## config.mk

```make
export PLATFORM = sky130hd
export DESIGN_NAME = alu_issue_queue
export DESIGN_NICKNAME = d
export VERILOG_FILES = /design/src/rtl/alu_issue_queue.sv
export SDC_FILE = /design/constraint.sdc
export NUM_CORES = 1
export LEC_CHECK = 0
export BUFFER_PORTS_ARGS = -buffer_cell sky130_fd_sc_hd__clkbuf_2
export CAP_MARGIN = 20
export CORE_UTILIZATION = 63
export DETAILED_ROUTE_END_ITERATION = 10
export GPL_ROUTABILITY_DRIVEN = 0
export HOLD_SLACK_MARGIN = 0.06
export PLACE_DENSITY = 0.85
export SETUP_SLACK_MARGIN = 0.4
export SLEW_MARGIN = 20
export SYNTH_ARGS = -nofsm -noshare
export SYNTH_HDL_FRONTEND = slang
export SYNTH_SLANG_ARGS = --single-unit
```

## constraint.sdc

```tcl
create_clock -name clk -period 6.15 [get_ports clk]
set_input_delay 0.9225 -clock clk [delete_from_list [all_inputs] [get_ports clk]]
set_output_delay 0.9225 -clock clk [all_outputs]
set_load 0.02 [all_outputs]
```

## src/rtl/alu_issue_queue.sv

```systemverilog
// alu_issue_queue: FIFO-buffered issue stage feeding the ALU datapath.
// Holds DIVU for the divider latency and gates MFHI/MFLO on HiLo settling.
module alu_issue_queue #(
  parameter int DEPTH      = 4,
  parameter int DIV_CYCLES = 32,
  parameter int HILO_LAT   = 1
) (
  input  logic        clk,
  input  logic        reset,
  input  logic        in_valid,
  output logic        in_ready,
  input  logic [31:0] in_dataA,
  input  logic [31:0] in_dataB,
  input  logic [5:0]  in_signal,
  output logic [31:0] dataA,
  output logic [31:0] dataB,
  output logic [5:0]  Signal,
  output logic        res_valid,
  output logic        div_busy,
  output logic        illegal
);
  localparam int PW = $clog2(DEPTH);

  localparam logic [5:0] OP_AND  = 6'd36;
  localparam logic [5:0] OP_OR   = 6'd37;
  localparam logic [5:0] OP_ADD  = 6'd32;
  localparam logic [5:0] OP_SUB  = 6'd34;
  localparam logic [5:0] OP_SLT  = 6'd42;
  localparam logic [5:0] OP_SRL  = 6'd2;
  localparam logic [5:0] OP_SLL  = 6'd0;
  localparam logic [5:0] OP_DIVU = 6'd27;
  localparam logic [5:0] OP_MFHI = 6'd16;
  localparam logic [5:0] OP_MFLO = 6'd18;
  localparam logic [5:0] OP_IDLE = 6'h3f;

  localparam logic [6:0] DIV_LOAD = 7'(DIV_CYCLES - 1);
  localparam logic [1:0] HL_LOAD  = 2'(HILO_LAT);

  typedef struct packed {
    logic [31:0] a;
    logic [31:0] b;
    logic [5:0]  sig;
  } op_t;

  function automatic logic is_legal(input logic [5:0] s);
    case (s)
      OP_AND, OP_OR, OP_ADD, OP_SUB, OP_SLT,
      OP_SRL, OP_SLL, OP_DIVU, OP_MFHI,
      OP_MFLO: is_legal = 1'b1;
      default: is_legal = 1'b0;
    endcase
  endfunction

  function automatic logic is_mf(input logic [5:0] s);
    is_mf = (s == OP_MFHI) || (s == OP_MFLO);
  endfunction

  op_t         mem [DEPTH];
  logic [PW:0] wptr;
  logic [PW:0] rptr;
  op_t         iss;
  op_t         iss_n;
  op_t         head;
  logic [6:0]  div_cnt;
  logic [6:0]  div_cnt_n;
  logic [1:0]  guard;
  logic [1:0]  guard_n;
  logic [1:0]  guard_eff;
  logic        busy_n;
  logic        ill_n;
  logic        full;
  logic        empty;
  logic        push;
  logic        pop;
  logic        rel;
  logic        s_hold;
  logic        s_empty;
  logic        s_ill;
  logic        s_wait;

  assign full  = (wptr[PW-1:0] == rptr[PW-1:0]) &&
                 (wptr[PW] != rptr[PW]);
  assign empty = (wptr == rptr);

  assign in_ready = !full;
  assign push     = in_valid && !full;
  assign head     = mem[rptr[PW-1:0]];

  assign dataA  = iss.a;
  assign dataB  = iss.b;
  assign Signal = iss.sig;

  assign res_valid = is_legal(iss.sig) &&
                     (iss.sig != OP_DIVU) && !div_busy;

  // The release edge already counts as the first guarded cycle.
  assign rel       = div_busy && (div_cnt == 7'd0);
  assign guard_eff = rel ? HL_LOAD : guard;

  assign s_hold  = div_busy && !rel;
  assign s_empty = !s_hold && empty;
  assign s_ill   = !s_hold && !empty &&
                   !is_legal(head.sig);
  assign s_wait  = !s_hold && !empty &&
                   is_legal(head.sig) &&
                   is_mf(head.sig) &&
                   (guard_eff != 2'd0);

  always_comb begin
    iss_n     = iss;
    busy_n    = 1'b0;
    div_cnt_n = 7'd0;
    ill_n     = 1'b0;
    pop       = 1'b0;
    guard_n   = (guard_eff != 2'd0) ?
                guard_eff - 2'd1 : 2'd0;
    unique case (1'b1)
      s_hold: begin
        busy_n    = 1'b1;
        div_cnt_n = div_cnt - 7'd1;
      end
      s_empty, s_wait: begin
        iss_n.sig = OP_IDLE;
      end
      s_ill: begin
        iss_n.sig = OP_IDLE;
        pop       = 1'b1;
        ill_n     = 1'b1;
      end
      default: begin
        iss_n = head;
        pop   = 1'b1;
        if (head.sig == OP_DIVU) begin
          busy_n    = 1'b1;
          div_cnt_n = DIV_LOAD;
        end
      end
    endcase
  end

  always_ff @(posedge clk) begin
    if (push)
      mem[wptr[PW-1:0]] <= '{in_dataA, in_dataB, in_signal};
  end

  always_ff @(posedge clk or negedge reset) begin
    if (!reset) begin
      wptr     <= '0;
      rptr     <= '0;
      iss      <= '{32'd0, 32'd0, OP_IDLE};
      div_busy <= 1'b0;
      div_cnt  <= 7'd0;
      guard    <= 2'd0;
      illegal  <= 1'b0;
    end else begin
      if (push)
        wptr <= wptr + 1'b1;
      if (pop)
        rptr <= rptr + 1'b1;
      iss      <= iss_n;
      div_busy <= busy_n;
      div_cnt  <= div_cnt_n;
      guard    <= guard_n;
      illegal  <= ill_n;
    end
  end

endmodule

```

==> results.yml, run 1 <==
route:
  wl_microns: 27250
  dr.pass1.iters: 4
  via_per_inst: 6.104
  ant_nets: 0
  drc: 0
  wl_per_cell_microns: 25.05
  vias: 6641
  drt_first_iter_violations: 469
global_route:
  grt_max_degree: 74
  grt_pass1_wl_microns: 40540
  grt_pass1_vias: 7120
  antenna_found_initial: 2
  track_usage_pct: 25.25
  overflow: 0
worst_setup_path:
  startpoint_type: "flip-flop"
  end_kind: "output port"
  cp.arrival_ns: 2.90
  crit_path_max_incr_delay_ns: 0.84
  path_cells: "buf_4 > xnor2_1 > nand3_1 > clkbuf_2"
  cp_max_fo: 50
  crit_slowest_cell: "buf_4"
  crit_type: "reg -> out"
  cp.required_ns: 5.23
  crit_buf_inv: 2
  crit_family: "buffers and inverters"
power_and_ir_drop:
  swShare_pct: 30.92
  combPwrFrac_pct: 30.1
  power_density_mw_per_mm2: 557.1
  p_switching_mw: 2.762
  ir_worst_vdd_uv: 372.3
  seqPwrFrac_pct: 43.3
  p_clk_share_pct: 26.5
  p_leak_nw: 5.885
  internal_power_mw: 6.172
place:
  hpwlAfterDp_microns: 14380
  io_buffers: 146
sta:
  clock_skew_ns: 0.03026
  relSlewSlack_pct: 27.03
  hold_viol_final: 0
  max_freq_ghz: 0.2619
  period_share_pct: 62.07
  finalCriticalPeriod_ns: 3.818
  rsz0062_at_grt: "no"
  setup_viol: 0
  tns_ns: 0
  hold_slack_ns: 0.3897
  worst_pin_slew_ns: 1.095
  finalMaxSlewViolations: 0
floorplan:
  coreArea_sq_mm: 0.02115
  die_h_microns: 149.3
  initial_core_util_pct: 64.58
  die_area_sq_mm: 0.02228
  ios: 147
  dieWidth_microns: 149.3
  rows: 53
clock_tree:
  htree_levels: 2
  clock_sinks: 367
  hold_buffers: 0
  cts_tree: "done"
  clockBufferDepth: 3
  cts_resized: 0
  postCtsSetupBuffers: 0
  numCtsBuffers: 37
  cts-root-buf: "clkbuf_16"
  insertion_delay_ns: 0.53
  clkTransAtPathRegs_ns: 0.07
layout:
  layout_common_cells: "edfxtp_1 (280), clkbuf_2 (145), dfrtp_1 (79), mux4_2 (70), mux2_2 (60)"
  drive_gt1_share_pct: 44.58
  layout_commonest_cell: "edfxtp_1"
  synthToLayoutAreaGrowth_pct: 17.39
  nets: 862
logic_synthesis:
  syn_area_per_cell_sq_um: 22.14
  synth.distinct_cells: 44
  synth_area_sq_mm: 0.01366
  seq_area_frac_synth_pct: 77.53
  synth_fp_nets: 696
  netlist_instances: 617
  ys_ff_latch: 367
  ys_warn_count: 0
outcome:
  status: "finished, final reports clean"
worst_hold_path:
  hp-class: "in -> async"
run:
  drv_cap: 0
## cells in the mapped netlist
cell type / n / share of area [%]
clkbuf_1: 13 / 0.36
nor4_1: 3 / 0.14
buf_12: 1 / 0.15
xor2_1: 4 / 0.26
or4_1: 1 / 0.055
mux4_2: 70 / 12
nor3b_1: 1 / 0.055
o211a_1: 1 / 0.073
nand2b_1: 1 / 0.046
a21oi_1: 4 / 0.15
buf_6: 2 / 0.16
edfxtp_1: 280 / 62
dfstp_2: 6 / 1.2
a311oi_2: 1 / 0.11
or2_2: 1 / 0.046
o21ai_0: 6 / 0.22
nor2_1: 12 / 0.33
o31ai_1: 1 / 0.055
a211oi_1: 1 / 0.055
dfrtp_1: 81 / 15
buf_8: 1 / 0.11
xnor2_1: 7 / 0.45
o31a_1: 2 / 0.13
inv_1: 11 / 0.30
and3_1: 5 / 0.23
buf_4: 5 / 0.27
buf_2: 1 / 0.037
ha_1: 6 / 0.55
and2_1: 1 / 0.046
nor3_1: 2 / 0.073
and3b_1: 1 / 0.064
nand2_1: 7 / 0.19
mux2_4: 5 / 0.55
a22oi_1: 1 / 0.055
buf_1: 2 / 0.055
o32a_1: 2 / 0.15
a2111oi_0: 1 / 0.064
o21a_1: 1 / 0.055
mux2_2: 60 / 4.9
nand3_1: 2 / 0.073
or4b_4: 1 / 0.10
a31oi_1: 1 / 0.046
o41ai_1: 1 / 0.064
and4_1: 1 / 0.064
## final timing paths
kind,slack (ns),start,cells after the start,end
worst max-delay path,2.33,rptr[0]$_DFFE_PN0N_,4,in_ready
worst min-delay path,0.39,reset,1,dataA[14]$_DFFE_PN0N_
worst max register to register,2.37,rptr[0]$_DFFE_PN0N_,7,dataA[2]$_DFFE_PN0N_
worst min register to register,0.44,guard[0]$_DFF_PN0_,1,guard[0]$_DFF_PN0_
max in group asynchronous,4.55,reset,2,rptr[1]$_DFFE_PN0N_
min in group clk,0.44,guard[0]$_DFF_PN0_,1,guard[0]$_DFF_PN0_
## power by group through the flow
stage / registers [mW] / clock network (mW) / logic [mW]
after floorplan: 3.96 / 0 / 1.84
after global placement: 3.84 / 0 / 2.53
after detailed placement: 3.90 / 0 / 2.63
after CTS: 3.88 / 2.40 / 2.68
after global routing: 3.94 / 2.49 / 2.86
final: 3.87 / 2.37 / 2.69
## worst register-to-register path, delay by kind of cell (launching register included)
kind / cells / cell delay (ns)
multiplexers: 1 / 0.44
buffers and inverters: 2 / 1.23
XOR/XNOR: 1 / 0.28
flip-flops: 1 / 0.74
AO/OA/AOI/OAI: 2 / 0.70
AND/OR/NAND/NOR: 1 / 0.27
## cell type report
class | instances | area (sq um)
Timing Repair Buffer | 152 | 835.8
Fill cell | 1069 | 5116
Sequential cell | 367 | 10600
Inverter | 11 | 41.29
Clock inverter | 18 | 280.3
Tap cell | 275 | 344.1
Multi-Input combinational cell | 214 | 2898
Antenna cell | 1 | 2.502
Clock buffer | 50 | 1036
## stage by stage
step / cell area, sq um / power, mW / utilization (%) / setup WS [ns] / std cells
after floorplan: 13660 / 5.794 / - / 3.008 / 617
after global placement: 14650 / 6.372 / 69.24 / 2.545 / 1016
after detailed placement: 14650 / 6.531 / 69.24 / 2.438 / 1016
after CTS: 15960 / 8.965 / 75.46 / 2.288 / 1084
after global routing: 16040 / 9.287 / 75.81 / 2.019 / 1088
final: 16040 / 8.934 / 75.81 / 2.332 / 1088
## sequential cells by signal, summed over array words and instances (netlist names)
| signal | count |
|---|---|
| div_busy | 1 |
| Signal | 6 |
| guard | 2 |
| illegal | 1 |
| mem | 280 |
| wptr | 3 |
| rptr | 3 |
| dataA | 32 |
| div_cnt | 7 |
| dataB | 32 |
## routing by layer
metal / wire, microns / up-vias / GRT usage [%]
li1: - / 2831 / -
met1: 10020 / 3457 / 32.47
met2: 14290 / 292 / 42.37
met3: 2051 / 59 / 5.810
met4: 877 / 2 / 9.643
met5: 9 / - / 0
## cells by family (layout without fill, tap and decap cells)
logic type	count (synthesis)	in the layout	share of synthesized area, %
flops	367	367	77.53
buf+inv	36	231	1.447
xor+xnor	11	11	0.7052
compound gates	23	23	1.218
other cells	0	1	0
fa+ha+maj	6	6	0.5495
mux	135	135	17.03
simple gates	39	39	1.511
Note: power is estimated with default switching activity, not from simulation.
==> run 2: changes to the inputs <==
CORE_UTILIZATION = 52   (was 63)
PLACE_DENSITY = 0.75   (was 0.85)
clock period = 3.3 ns   (was 6.15 ns; I/O delays follow)
==> results.yml, run 2 (synthesized netlist as in run 1, its figures left out) <==
outcome:
  status: "finished, final reports clean"
clock_tree:
  clock_sinks: 367
  clkTransAtPathRegs_ns: 0.06
  numCtsBuffers: 37
  insertion_delay_ns: 0.52
  clockBufferDepth: 3
  cts_tree: "done"
  cts-root-buf: "clkbuf_16"
  htree_levels: 2
floorplan:
  dieWidth_microns: 164.1
  rows: 58
  coreArea_sq_mm: 0.02547
  die_area_sq_mm: 0.02693
  ios: 147
  initial_core_util_pct: 53.63
  die_h_microns: 164.1
global_route:
  antenna_found_initial: 4
  track_usage_pct: 20.54
  overflow: 0
  grt_pass1_vias: 7213
  grt_max_degree: 74
  grt_pass1_wl_microns: 40650
worst_setup_path:
  startpoint_type: "flip-flop"
  end_kind: "flip-flop"
  cp.arrival_ns: 3.23
  crit_type: "reg -> reg"
  cp.required_ns: 3.70
  cp_max_fo: 18
power_and_ir_drop:
  p_leak_nw: 5.936
  ir_worst_vdd_uv: 706.8
  power_density_mw_per_mm2: 1019
sta:
  hold_viol_final: 0
  period_share_pct: 85.76
  rsz0062_at_grt: "yes"
  clock_skew_ns: 0.01015
  max_freq_ghz: 0.3534
  setup_viol: 0
  relSlewSlack_pct: 44.14
  finalMaxSlewViolations: 0
  finalCriticalPeriod_ns: 2.830
  tns_ns: 0
  worst_pin_slew_ns: 0.8309
route:
  ant_nets: 0
  drc: 0
  via_per_inst: 5.658
  wl_per_cell_microns: 22.69
  wl_microns: 26290
  vias: 6558
  dr.pass1.iters: 4
  drt_first_iter_violations: 443
layout:
  synthToLayoutAreaGrowth_pct: 18.42
  fill_cells: 1653
  drive_gt1_share_pct: 44.75
  design_area_sq_mm: 0.01618
  largest_register_ffs: 280
  multi_input_area_sq_mm: 0.002918
  layout_common_cells: "edfxtp_1 (280), clkbuf_2 (145), dfrtp_1 (79), mux4_2 (70), mux2_2 (60)"
  seqCellArea_sq_mm: 0.01060
  antenna_cells: 0
  nets: 879
  layout_commonest_cell: "edfxtp_1"
place:
  dpl_cell_area_sq_mm: 0.01489
  io_buffers: 146
  hpwlAfterDp_microns: 15870
run:
  drv_cap: 0
worst_hold_path:
  hp-class: "in -> async"
[run 2: area by class of cell]
class | instances | area share [%]
clock buffer | 55 | 6.520
clock inverter | 13 | 0.8585
inverter | 11 | 0.2552
multi-input combinational | 214 | 18.04
sequential | 367 | 65.52
tap | 330 | 2.552
timing repair buffer | 169 | 6.257
[run 2: per-layer routing]
metal / GRT usage [%] / part of all wire, %
met4: 5.892 / 1.8
met5: 0 / 0.15
met2: 33.93 / 51
met3: 5.101 / 7.0
met1: 27.25 / 40
[run 2: report_power, final]
part / internal [mW] / total (mW) / switching (mW)
Sequential: 6.39 / 6.95 / 0.562
Clock: 2.39 / 4.05 / 1.66
Combinational: 2.62 / 5.48 / 2.86
Total: 11.4 / 16.5 / 5.08
[run 2: critical path, cell delays in order, from the launching register on]
cell and delay, ns:
dfrtp_1 0.40, inv_1 0.08, ha_1 0.20, or4b_4 0.51, o31a_1 0.32, a311oi_4 0.26
o31a_4 0.29, buf_12 0.12, buf_12 0.17, mux2_2 0.35
[run 2: path summary, 6_finish.rpt]
check                      cells past startpoint  slack (ns)                   end                  from
setup / recovery                               9        0.47  dataB[7]$_DFFE_PN0N_  div_cnt[0]$_DFF_PN0_
max in group asynchronous                      2        2.50  dataA[0]$_DFFE_PN0N_                 reset
hold / removal                                 1        0.02   wptr[0]$_DFFE_PN0P_                 reset
hold reg to reg                                1        0.46    guard[0]$_DFF_PN0_    guard[0]$_DFF_PN0_
min in group clk                               1        0.19  mem[0][69]$_DFFE_PP_          in_dataA[31]
setup reg to reg                               9        0.47  dataB[7]$_DFFE_PN0N_  div_cnt[0]$_DFF_PN0_
[run 2: repair_timing]
item,4_1_cts,5_1_grt
gates resized for setup,4,1
setup buffers,3,0
setup endpoints to repair,64,18
hold buffers,0,0
pin swaps,1,0
gates cloned,1,0
[run 2: per-stage QoR]
step | std cells | setup WS (ns) | hold WS [ns] | util, % | total power [mW]
after global routing | 1159 | 0.3726 | 0.08175 | 63.51 | 17.26
after floorplan | 617 | 0.6026 | 0.1994 | - | 10.76
after global placement | 1087 | 0.4075 | 0.4262 | 58.44 | 12.14
after detailed placement | 1087 | 0.2725 | 0.4484 | 58.44 | 12.36
final | 1159 | 0.4700 | 0.01914 | 63.51 | 16.48
after CTS | 1159 | 0.4611 | 0.1688 | 63.52 | 16.70
